`src/rtl/alu_issue_scheduler_pkg.sv`:
```
// Shared backend package for the ALU issue path.
// Contents:
//   instr_opcode  - backend opcode encoding. NOP_I is 0, so an all-zero issue
//                   register makes the ALU produce its default output of 0.
//   alu_issue_t   - one latched ALU operation {opcode, val1, val2, tag}.
//   sched_state_t - issue scheduler FSM states.
//   cnt_width()   - width of the multiply countdown for a given latency.
package alu_issue_scheduler_pkg;

  typedef enum logic [3:0] {
    NOP_I = 4'd0,
    ADD_I,
    SUB_I,
    AND_I,
    OR_I,
    XOR_I,
    SLL_I,
    SRL_I,
    SLT_I,
    MUL_I,
    BEQ_I,
    BNE_I,
    BLT_I
  } instr_opcode;

  // The tag field is sized for the widest tag any backend uses. Narrower
  // tags are zero-extended on entry and truncated again on exit.
  localparam int ISSUE_TAG_W = 16;

  typedef struct packed {
    instr_opcode             opcode;
    logic [31:0]             val1;
    logic [31:0]             val2;
    logic [ISSUE_TAG_W-1:0]  tag;
  } alu_issue_t;

  typedef enum logic [1:0] {
    IDLE     = 2'd0,
    EXEC     = 2'd1,
    MUL_WAIT = 2'd2
  } sched_state_t;

  // Countdown width: $clog2(lat), never less than one bit.
  function automatic int cnt_width(input int lat);
    return (lat > 1) ? $clog2(lat) : 1;
  endfunction

endpackage

```
`src/rtl/alu_issue_scheduler_rr_arbiter.sv`:
```
// Round-robin arbiter.
// The winner is the first asserted request at or after the internal pointer,
// searching modulo N. The pointer moves to winner+1 (wrapping) whenever a
// grant is actually issued (en & |req), so a requester that just won has the
// lowest priority on the next arbitration.
// Ports:
//   clk, rst  - clock, synchronous active-high reset (pointer -> 0)
//   req [N]   - request vector
//   en        - grant permitted this cycle
//   gnt [N]   - one-hot grant, all zero when !en or no request
module alu_issue_scheduler_rr_arbiter #(
  parameter int N = 4
) (
  input  logic         clk,
  input  logic         rst,
  input  logic [N-1:0] req,
  input  logic         en,
  output logic [N-1:0] gnt
);

  localparam int PTR_W = (N > 1) ? $clog2(N) : 1;

  logic [PTR_W-1:0] ptr_reg;
  logic [PTR_W-1:0] ptr_next;
  logic [PTR_W-1:0] win_idx;
  logic [PTR_W-1:0] idx_c;
  logic             found;

  always_comb begin
    found   = 1'b0;
    win_idx = '0;
    idx_c   = '0;
    for (int i = 0; i < N; i++) begin
      idx_c = PTR_W'((int'(ptr_reg) + i) % N);
      if (!found && req[idx_c]) begin
        found   = 1'b1;
        win_idx = idx_c;
      end
    end
  end

  always_comb begin
    gnt = '0;
    if (en && found) begin
      gnt[win_idx] = 1'b1;
    end
  end

  assign ptr_next = (win_idx == PTR_W'(N - 1)) ? '0 : win_idx + PTR_W'(1);

  always_ff @(posedge clk) begin
    if (rst) begin
      ptr_reg <= '0;
    end else if (en && found) begin
      ptr_reg <= ptr_next;
    end
  end

endmodule

```
`src/rtl/alu_issue_scheduler.sv`:
```
// ALU issue scheduler.
// Arbitrates the shared combinational ALU among NUM_REQ reservation-station
// ports, latches the granted operation into an issue register that drives
// the ALU, holds MUL_I for MUL_LAT cycles, and captures the result (data,
// branch condition, tag) into an output register with a valid/ready
// handshake toward writeback.
// Ports:
//   clk, rst        - clock, synchronous active-high reset
//   flush           - squash issue and output registers (pointer kept)
//   req_*           - per-requester valid/opcode/operands/tag
//   req_ready       - one-hot grant (or zero)
//   alu_opcode/val* - ALU inputs, zero while idle
//   alu_result/br   - ALU outputs
//   res_*           - registered result with valid/ready handshake
//   busy            - issue register occupied
module alu_issue_scheduler
  import alu_issue_scheduler_pkg::*;
#(
  parameter int NUM_REQ = 4,
  parameter int TAG_W   = 6,
  parameter int MUL_LAT = 3
) (
  input  logic               clk,
  input  logic               rst,
  input  logic               flush,
  input  logic [NUM_REQ-1:0] req_valid,
  input  instr_opcode        req_opcode [NUM_REQ],
  input  logic [31:0]        req_val1   [NUM_REQ],
  input  logic [31:0]        req_val2   [NUM_REQ],
  input  logic [TAG_W-1:0]   req_tag    [NUM_REQ],
  output logic [NUM_REQ-1:0] req_ready,
  output instr_opcode        alu_opcode,
  output logic [31:0]        alu_val1,
  output logic [31:0]        alu_val2,
  input  logic [31:0]        alu_result,
  input  logic               alu_br_cond,
  output logic               res_valid,
  input  logic               res_ready,
  output logic [31:0]        res_data,
  output logic               res_br_cond,
  output logic [TAG_W-1:0]   res_tag,
  output logic               busy
);

  localparam int          CNT_W     = cnt_width(MUL_LAT);
  localparam bit          MUL_MULTI = (MUL_LAT > 1);
  localparam logic [CNT_W-1:0] CNT_LOAD = CNT_W'((MUL_LAT > 1) ? MUL_LAT - 2 : 0);

  sched_state_t     state_reg, state_next;
  logic [CNT_W-1:0] cnt_reg, cnt_next;
  alu_issue_t       iss_reg, iss_next;
  alu_issue_t       iss_grant;
  alu_issue_t       req_issue [NUM_REQ];

  logic             res_valid_reg;
  logic [31:0]      res_data_reg;
  logic             res_br_cond_reg;
  logic [TAG_W-1:0] res_tag_reg;

  logic             out_take;
  logic             is_mul;
  logic             iss_done;
  logic             grant_en;
  logic             granted;
  logic [NUM_REQ-1:0] gnt;

  // Pack each requester's fields into the shared issue format.
  for (genvar gi = 0; gi < NUM_REQ; gi++) begin : g_req
    assign req_issue[gi] = '{
      opcode: req_opcode[gi],
      val1:   req_val1[gi],
      val2:   req_val2[gi],
      tag:    ISSUE_TAG_W'(req_tag[gi])
    };
  end

  assign out_take = !res_valid_reg || res_ready;
  assign is_mul   = (iss_reg.opcode == MUL_I);

  // The issue register retires when its result can be written to the
  // output register: immediately for single-cycle ops, after the countdown
  // for multiplies.
  assign iss_done = ((state_reg == EXEC) && (!is_mul || !MUL_MULTI) && out_take)
                 || ((state_reg == MUL_WAIT) && (cnt_reg == '0) && out_take);

  // Retiring and granting in the same cycle keeps back-to-back ops bubble-free.
  assign grant_en = !rst && !flush && ((state_reg == IDLE) || iss_done);

  alu_issue_scheduler_rr_arbiter #(
    .N (NUM_REQ)
  ) u_arb (
    .clk (clk),
    .rst (rst),
    .req (req_valid),
    .en  (grant_en),
    .gnt (gnt)
  );

  assign granted   = |gnt;
  assign req_ready = gnt;

  // One-hot select of the granted request.
  always_comb begin
    iss_grant = '0;
    for (int i = 0; i < NUM_REQ; i++) begin
      if (gnt[i]) begin
        iss_grant = req_issue[i];
      end
    end
  end

  always_comb begin
    state_next = state_reg;
    cnt_next   = cnt_reg;
    iss_next   = iss_reg;
    unique case (state_reg)
      IDLE: begin
        if (granted) state_next = EXEC;
      end
      EXEC: begin
        if (is_mul && MUL_MULTI) begin
          state_next = MUL_WAIT;
          cnt_next   = CNT_LOAD;
        end else if (iss_done) begin
          state_next = granted ? EXEC : IDLE;
        end
      end
      MUL_WAIT: begin
        if (cnt_reg != '0) begin
          cnt_next = cnt_reg - CNT_W'(1);
        end else if (iss_done) begin
          state_next = granted ? EXEC : IDLE;
        end
      end
      default: state_next = IDLE;
    endcase
    // Clearing the issue register on retirement keeps the ALU inputs at zero.
    if (granted) begin
      iss_next = iss_grant;
    end else if (iss_done) begin
      iss_next = '0;
    end
  end

  always_ff @(posedge clk) begin
    if (rst) begin
      state_reg       <= IDLE;
      cnt_reg         <= '0;
      iss_reg         <= '0;
      res_valid_reg   <= 1'b0;
      res_data_reg    <= '0;
      res_br_cond_reg <= 1'b0;
      res_tag_reg     <= '0;
    end else if (flush) begin
      state_reg     <= IDLE;
      cnt_reg       <= '0;
      iss_reg       <= '0;
      res_valid_reg <= 1'b0;
    end else begin
      state_reg <= state_next;
      cnt_reg   <= cnt_next;
      iss_reg   <= iss_next;
      if (iss_done) begin
        res_valid_reg   <= 1'b1;
        res_data_reg    <= alu_result;
        res_br_cond_reg <= alu_br_cond;
        res_tag_reg     <= iss_reg.tag[TAG_W-1:0];
      end else if (res_ready) begin
        res_valid_reg <= 1'b0;
      end
    end
  end

  // Upper tag bits beyond TAG_W are always zero.
  logic unused_tag_bits;
  assign unused_tag_bits = ^iss_reg.tag;

  assign busy        = (state_reg != IDLE);
  assign alu_opcode  = busy ? iss_reg.opcode : NOP_I;
  assign alu_val1    = busy ? iss_reg.val1 : 32'd0;
  assign alu_val2    = busy ? iss_reg.val2 : 32'd0;

  assign res_valid   = res_valid_reg;
  assign res_data    = res_data_reg;
  assign res_br_cond = res_br_cond_reg;
  assign res_tag     = res_tag_reg;

endmodule

```
`config.mk`:
```
export PLATFORM = sky130hd
export DESIGN_NAME = alu_issue_scheduler
export DESIGN_NICKNAME = d
export VERILOG_FILES = /design/src/rtl/alu_issue_scheduler_pkg.sv /design/src/rtl/alu_issue_scheduler_rr_arbiter.sv /design/src/rtl/alu_issue_scheduler.sv
export SDC_FILE = /design/constraint.sdc
export NUM_CORES = 1
export LEC_CHECK = 0
export CELL_PAD_IN_SITES_DETAIL_PLACEMENT = 1
export CELL_PAD_IN_SITES_GLOBAL_PLACEMENT = 2
export CORE_UTILIZATION = 18
export DETAILED_ROUTE_END_ITERATION = 8
export GPL_TIMING_DRIVEN = 0
export PLACE_DENSITY_LB_ADDON = 0.1
export RECOVER_POWER = 50
export SLEW_MARGIN = 10
export SYNTH_ARGS = -nofsm -noshare
export SYNTH_HDL_FRONTEND = slang
export SYNTH_SLANG_ARGS = --single-unit
```
`constraint.sdc`:
```
create_clock -name clk -period 2.9 [get_ports clk]
set_input_delay 0.58 -clock clk [delete_from_list [all_inputs] [get_ports clk]]
set_output_delay 0.58 -clock clk [all_outputs]
set_load 0.05 [all_outputs]
```
==> flow_metrics.tcl, run 1 <==
set metrics [dict create \
    overflow 0 \
    finalSetupViolCount 36 \
    worstHoldStart "res_data[24]" \
    synth.yosys.warnings 0 \
    r2r-start "u_arb.ptr_reg[1]" \
    cp.arrival_ns 3.29 \
    dp.final_hpwl_mm 35.68 \
    avgSynthCellArea_um2 7.616 \
    grt_antenna_before_repair 15 \
    min_period_ns 2.937 \
    holdPathEnd "res_data[24]" \
    reg2reg_depth 13 \
    area_growth_syn_to_layout_pct 81.15 \
    grt_pass1_vias 10560 \
    cp.required_ns 3.25 \
    syn-num-nets 1422 \
    busiest_layer "met2" \
    initial_core_util_pct 18.44 \
    async_flop_share_pct 0 \
    violations "setup timing" \
    cp.buffers_inverters 5 \
    peakVddDrop_mv 0.4210 \
    status "finished, violations left" \
    grt.total_usage_pct 19.07 \
    maxSlewViolCount 0 \
    end_kind "register" \
    nFillCells 5262 \
    p_per_area_nw_per_um2 487.2 \
    dr.pass1.iters 4 \
    power_w 0.007259 \
    grt_max_degree 20 \
    whs_path_depth 2 \
    stdcell_area_um2 14900 \
    placed_cell_area_um2 13480 \
    root_buffer "clkbuf_16" \
    worst_slew_margin_rel_pct 48.87 \
    cts_tree "built" \
    clock-sinks 120 \
    rsz0062_at_grt "yes" \
    skew_ns 0.01368 \
    report.final.hold_viol_count 0 \
    top_level_ports 450 \
    largest_reg_flops 74 \
    synth-seq-cells 120 \
    numCtsBuffers 17 \
    final_cell_mix "clkdlybuf4s50_1, a21oi_1, dfxtp_1" \
    slowest_stage "or4_4" \
    syn_area_um2 8225 \
    met2_usage_pct 32.66 \
    synth_ff_type "dfxtp_1" \
    grtUsageMet3_pct 6.286 \
    die_x_um 215.8 \
    core_area_um2 44610 \
    cap_violations 0 \
    fin_ws_ns -0.03710 \
    synth_cells 1080 \
    htreeDepth 4 \
    ys_seq_area_share_pct 29.21 \
    rrSetupSlack_ns -0.01 \
    cts.path.max_buffers 2 \
    via_per_inst 4.416 \
    cp_cell_sequence "clkdlybuf4s15_2 -> or4_4 -> and2_4 -> ha_4 -> buf_6 -> or4_4 -> and3_4 -> o31ai_4 -> buf_12 -> buf_16 -> buf_12 -> mux2i_2" \
    dieArea_um2 46550 \
    ant_nets 0 \
    num_vias 9688 \
    dieHeight_um 215.8 \
    p_leak_nw 6.140 \
    wire_per_inst_um 20.66 \
    slowest_delay_ns 0.53 \
    drc 0 \
    critPathTopFamily "simple AND/OR/NAND/NOR gates" \
    row_count 77 \
    nNetsFinal 1924 \
    worst_skew_pair.late_latency_ns 0.44 \
    synth-edff-count 0 \
    hold_buffers 0 \
    multi_input_area_um2 5149 \
    io_buffer_count 448 \
    gp_congestion 0.8388 \
    critical_path_class "input port to register" \
    ys_types 38 \
    crit_fanout 5 \
    regArea_um2 2406 \
    reg2reg_to "iss_reg[34]" \
    drtIter0Drc 311 \
    final.period_utilization_pct 101.3 \
    final_common_cell "clkdlybuf4s50_1" \
    grtUsageMet1_pct 22.85 \
    drive_above_1_share_pct 13.35 \
    hp-class "register to register" \
    tightestPinTransition_ns 0.7670 \
    cts.clk_slew.worst_paths_ns 0.06 \
    critPathLaunchType "input port" \
    wirelength_mm 45.34 \
    grt_pass1_wl_mm 66.77 \
    fmax_mhz 340.5 \
]
-- stage by stage --
step / util (%) / instances / setup WS [ns] / setup TNS (ns) / hold slack [ns]
6_report: 33.40 / 2194 / -0.03710 / -0.5564 / 0.4722
5_1_grt: 33.39 / 2192 / -0.1310 / -5.606 / 0.4937
4_1_cts: 32.87 / 2172 / -0.07185 / -0.2195 / 0.4780
3_5_place_dp: 30.22 / 2120 / -2.170 / -143.28 / 0.4666
3_3_place_gp: 30.22 / 2120 / -2.166 / -137.95 / 0.4573
2_1_floorplan: - / 1080 / 0.003368 / 0 / 0.4524
-- cell usage after synthesis, types with 2 or more instances --
master	instances	area [um^2]
nand2_1	79	296.5
and2_1	73	456.7
buf_2	6	30.03
nand2b_1	81	506.7
dfxtp_1	120	2402
or4_1	3	22.52
buf_1	3	11.26
clkbuf_1	94	352.8
buf_4	4	30.03
mux2_2	2	22.52
buf_8	5	75.07
a22oi_1	74	555.5
nor2_1	5	18.77
nand3_1	2	10.01
o21ai_0	76	380.4
o211ai_1	75	563.0
nor3_2	2	20.02
ha_1	5	62.56
nor2b_1	2	12.51
a21oi_1	157	785.8
inv_1	82	307.8
o22a_1	2	17.52
mux2i_1	113	1131
-- logic make-up (layout without fill, tap and decap cells) --
family	after synthesis	after routing	share of synthesized area, %
AO/OA/AOI/OAI	391	391	28.87
adder cells (fa/ha/maj)	5	5	0.7606
buffers and inverters	195	710	10.05
flip-flops	120	120	29.21
multiplexers	115	115	14.02
other	0	7	0
AND/OR/NAND/NOR	254	254	17.08
-- what timing repair did --
item                       CTS  global route
buffers inserted            24            11
setup endpoints to repair  148           122
gates cloned                 0             6
pin swaps                    7             7
resized for setup          324            51
-- how the worst max path moves through the flow --
stage,from,to,cells after the start
4_1_cts,u_arb.ptr_reg[1],req_ready[3],9
3_3_place_gp,req_valid[0],req_ready[1],9
2_1_floorplan,req_valid[2],iss_reg[64],10
5_1_grt,u_arb.ptr_reg[1],req_ready[0],12
3_5_place_dp,req_valid[0],req_ready[1],9
6_report,req_valid[0],iss_reg[34],12
-- power breakdown --
group | switching (W) | internal (W) | total, W
registers | 0.0000815 | 0.00181 | 0.00189
clock network | 0.000888 | 0.00153 | 0.00242
logic | 0.00154 | 0.00140 | 0.00295
-- tightest hold or removal path, delay by kind of cell (launching register included) --
kind,cells,cell delay (ns)
DFF,1,0.31
and+or+nand+nor,1,0.06
muxes,1,0.06
-- cell type report --
| cell class | count | area share, % |
|---|---|---|
| multi-input cells | 765 | 34.55 |
| repair buffers | 489 | 33.05 |
| flip-flops and latches | 120 | 16.15 |
| well taps | 592 | 4.971 |
| plain buffers | 107 | 4.728 |
| clock buffers | 18 | 2.880 |
| inverters | 82 | 2.066 |
| clock inverters | 14 | 1.486 |
| diodes | 7 | 0.1176 |
-- per-layer routing --
layer | part of all wire [%] | wire length [um] | up-vias
met3 | 6.7 | 3045 | 32
met2 | 49 | 22380 | 230
met1 | 43 | 19300 | 4609
li1 | - | - | 4803
met5 | 0.22 | 100 | -
met4 | 1.1 | 510 | 14
Note: power is estimated with default switching activity, not from simulation.
==> inputs of run 2 (changes only) <==
Settings changed: CAP_MARGIN set to 20, CORE_MARGIN set to 4, SYNTH_HIERARCHICAL set to 1.
==> run 2 against run 1 <==
  * The run now ends clean
  * Routed wire length decreased by 8.0%
  * Combinational power decreased by 57%
  * First-iteration DRC count increased by 3.5%
  * Total power decreased by 30%
  * Highest routed layer unchanged
  * Register-to-register slack improved by 0.14 ns
  * Synthesized area decreased by 13%
  * Clock skew decreased by 0.0016 ns
  * Critical path type is now register to register
  * Via count decreased by 14%
  * Clock power decreased by 14%
==> flow_metrics.tcl, run 2 <==
set metrics [dict create \
    cp.arrival_ns 3.14 \
    clockPowerShare_pct 41.0 \
    grt_max_degree 17 \
    numCtsBuffers 17 \
    cpMostUsedCell "and2_4" \
    hp-class "register to register" \
    drc 0 \
    tightestPinTransition_ns 0.8799 \
    clock-sinks 120 \
    utilization_pct 35.72 \
    nFillCells 4463 \
    syn-num-nets 1171 \
    wire_per_inst_um 22.59 \
    ys_top_cells_by_count "dfxtp_1, nand2b_1, nand2_1" \
    synth_ff_type "dfxtp_1" \
    synth.top_cell.area_share_pct 33.39 \
    seqPwrFrac_pct 33.6 \
    yosysMostFrequentCell "dfxtp_1" \
    p_per_area_nw_per_um2 361.5 \
    cp.buffers_inverters 4 \
    top_level_ports 450 \
    slowest_delay_ns 0.34 \
    overflow 0 \
    via_per_inst 4.516 \
    nNetsFinal 1653 \
    largest_reg_flops 74 \
    cts.clk_slew.worst_paths_ns 0.06 \
    num_vias 8336 \
    synth_cells 829 \
    die_x_um 207.9 \
    ys_seq_area_share_pct 33.39 \
    min_period_ns 2.771 \
    final_common_cell "clkdlybuf4s50_1" \
    drtIter0Drc 322 \
    grt_antenna_before_repair 5 \
    syn_area_um2 7196 \
    hold_slack_ns 0.4671 \
    maxSlewViolCount 0 \
    rsz0062_at_grt "yes" \
    synth_area_leader_cell "dfxtp_1" \
    io_buffer_count 449 \
    cp.required_ns 3.26 \
    power.internal_w 0.003647 \
    status "finished clean" \
    area_growth_syn_to_layout_pct 94.10 \
    core_area_um2 39100 \
    worst_slew_margin_rel_pct 40.54 \
    grt.total_usage_pct 18.23 \
    wirelength_mm 41.70 \
    ys_types 40 \
    dieArea_um2 43240 \
    crit_fanout 6 \
    synth-seq-cells 120 \
    skew_ns 0.01207 \
    peakVddDrop_mv 0.3383 \
    ant_nets 0 \
    cts.path.max_buffers 2 \
    cap_violations 0 \
    critical_path_class "register to register" \
    root_buffer "clkbuf_16" \
    gp_congestion 0.7638 \
    grt_pass1_vias 8954 \
    grt_pass1_wl_mm 59.78 \
    final_cell_mix "clkdlybuf4s50_1, dfxtp_1, nand2_1, nand2b_1, nor2b_1" \
    end_kind "register" \
    p_sw_w 0.001402 \
    sw_frac_of_total_pct 27.77 \
    finalSetupViolCount 0 \
    synth.yosys.warnings 6 \
    cts_tree "built" \
    combPwrFrac_pct 25.4 \
    p_leak_nw 5.031 \
    dr.pass1.iters 4 \
    cp_cell_sequence "inv_1 -> ha_2 -> nor2b_4 -> and2_4 -> o21a_1 -> o41a_1 -> and2_4 -> buf_4 -> nor4_4 -> o211a_4 -> buf_12 -> clkbuf_16 -> a22o_1" \
    synthTopCellsByArea "dfxtp_1, a221oi_1, a22o_1, o31ai_1, nand2b_1" \
    fmax_mhz 360.8 \
    initial_core_util_pct 18.40 \
    row_count 72 \
    worst_skew_pair.late_latency_ns 0.43 \
    dp.final_hpwl_mm 32.69 \
    report.final.hold_viol_count 0 \
    dieHeight_um 207.9 \
    synth-edff-count 0 \
    hold_buffers 0 \
    critPathTopFamily "simple AND/OR/NAND/NOR gates" \
    async_flop_share_pct 0 \
    drive_above_1_share_pct 21.07 \
    htreeDepth 4 \
    slowest_stage "nor4_4" \
    critPathLaunchType "register" \
    avgSynthCellArea_um2 8.680 \
    final.period_utilization_pct 95.57 \
]
run 2: worst register-to-register path, cell delays in order, from the launching register on:
cell and delay (ns):
dfxtp_1 0.33, inv_1 0.05, ha_2 0.19, nor2b_4 0.14
and2_4 0.16, o21a_1 0.20, o41a_1 0.18, and2_4 0.23
buf_4 0.15, nor4_4 0.34, o211a_4 0.29, buf_12 0.17
clkbuf_16 0.16, a22o_1 0.13
run 2: through the flow:
step	cell area [um^2]	instances	setup WS [ns]	total power, W	TNS [ns]
after floorplan	7198	829	0.03309	0.002144	0
after global placement	12340	1796	-1.594	0.002809	-128.37
after detailed placement	12340	1796	-1.559	0.002815	-127.41
after CTS	13420	1830	-0.01774	0.005020	-0.02995
after global routing	13960	1843	-0.04254	0.005299	-0.1009
final	13970	1846	0.1285	0.005049	0
run 2: path summary, 6_finish.rpt:
check                                  from     endpoint  slack, ns  cells past startpoint
worst max-delay path             cnt_reg[1]  iss_reg[23]       0.13                     13
worst min-delay path            iss_reg[71]  iss_reg[71]       0.47                      1
worst max register to register   cnt_reg[1]  iss_reg[23]       0.13                     13
worst min register to register  iss_reg[71]  iss_reg[71]       0.47                      1
run 2: area by class of cell:
cell class                 count  area (um^2)  share of cell area [%]
clock buffer                  20        456.7                   3.270
tap                          518        648.1                   4.640
clock inverter                12        102.6                  0.7346
antenna                        4        10.01                 0.07167
sequential                   120         2406                   17.23
timing repair buffer         464         4641                   33.23
inverter                       3        11.26                 0.08062
buffer                        86        694.4                   4.972
multi-input combinational    619         4997                   35.78
run 2: repair_timing:
action | 4_1_cts | 5_1_grt
gates cloned | 1 | 6
hold endpoints to repair | 0 | 0
pin swaps | 12 | 22
buffers inserted | 2 | 6
setup endpoints to repair | 147 | 120
resized for setup | 362 | 138
run 2: routing by layer:
layer	part of all wire, %	global-route usage [%]	wire (um)	vias up
met2	50	32.28	20850	274
li1	-	-	-	4018
met1	41	21.20	17070	4011
met5	0.082	0	34	-
met4	1.2	3.805	513	6
met3	7.8	6.673	3233	27
run 2: kinds of logic after synthesis:
kind of cell               synth area share [%]
and+or+nand+nor                           25.73
AOI/OAI and AO/OA                         28.19
DFF                                       33.39
buffers and inverters                     5.982
muxes                                     5.721
adders and majority gates                0.8694
xor gates and xnor gates                 0.1217
run 2: power by group through the flow:
stage | registers [W] | clock network [W] | logic [W]
after global placement | 0.00173 | 0 | 0.00108
after global routing | 0.00170 | 0.00223 | 0.00138
after floorplan | 0.00175 | 0 | 0.000390
final | 0.00169 | 0.00207 | 0.00128
after detailed placement | 0.00173 | 0 | 0.00109
after CTS | 0.00169 | 0.00215 | 0.00118
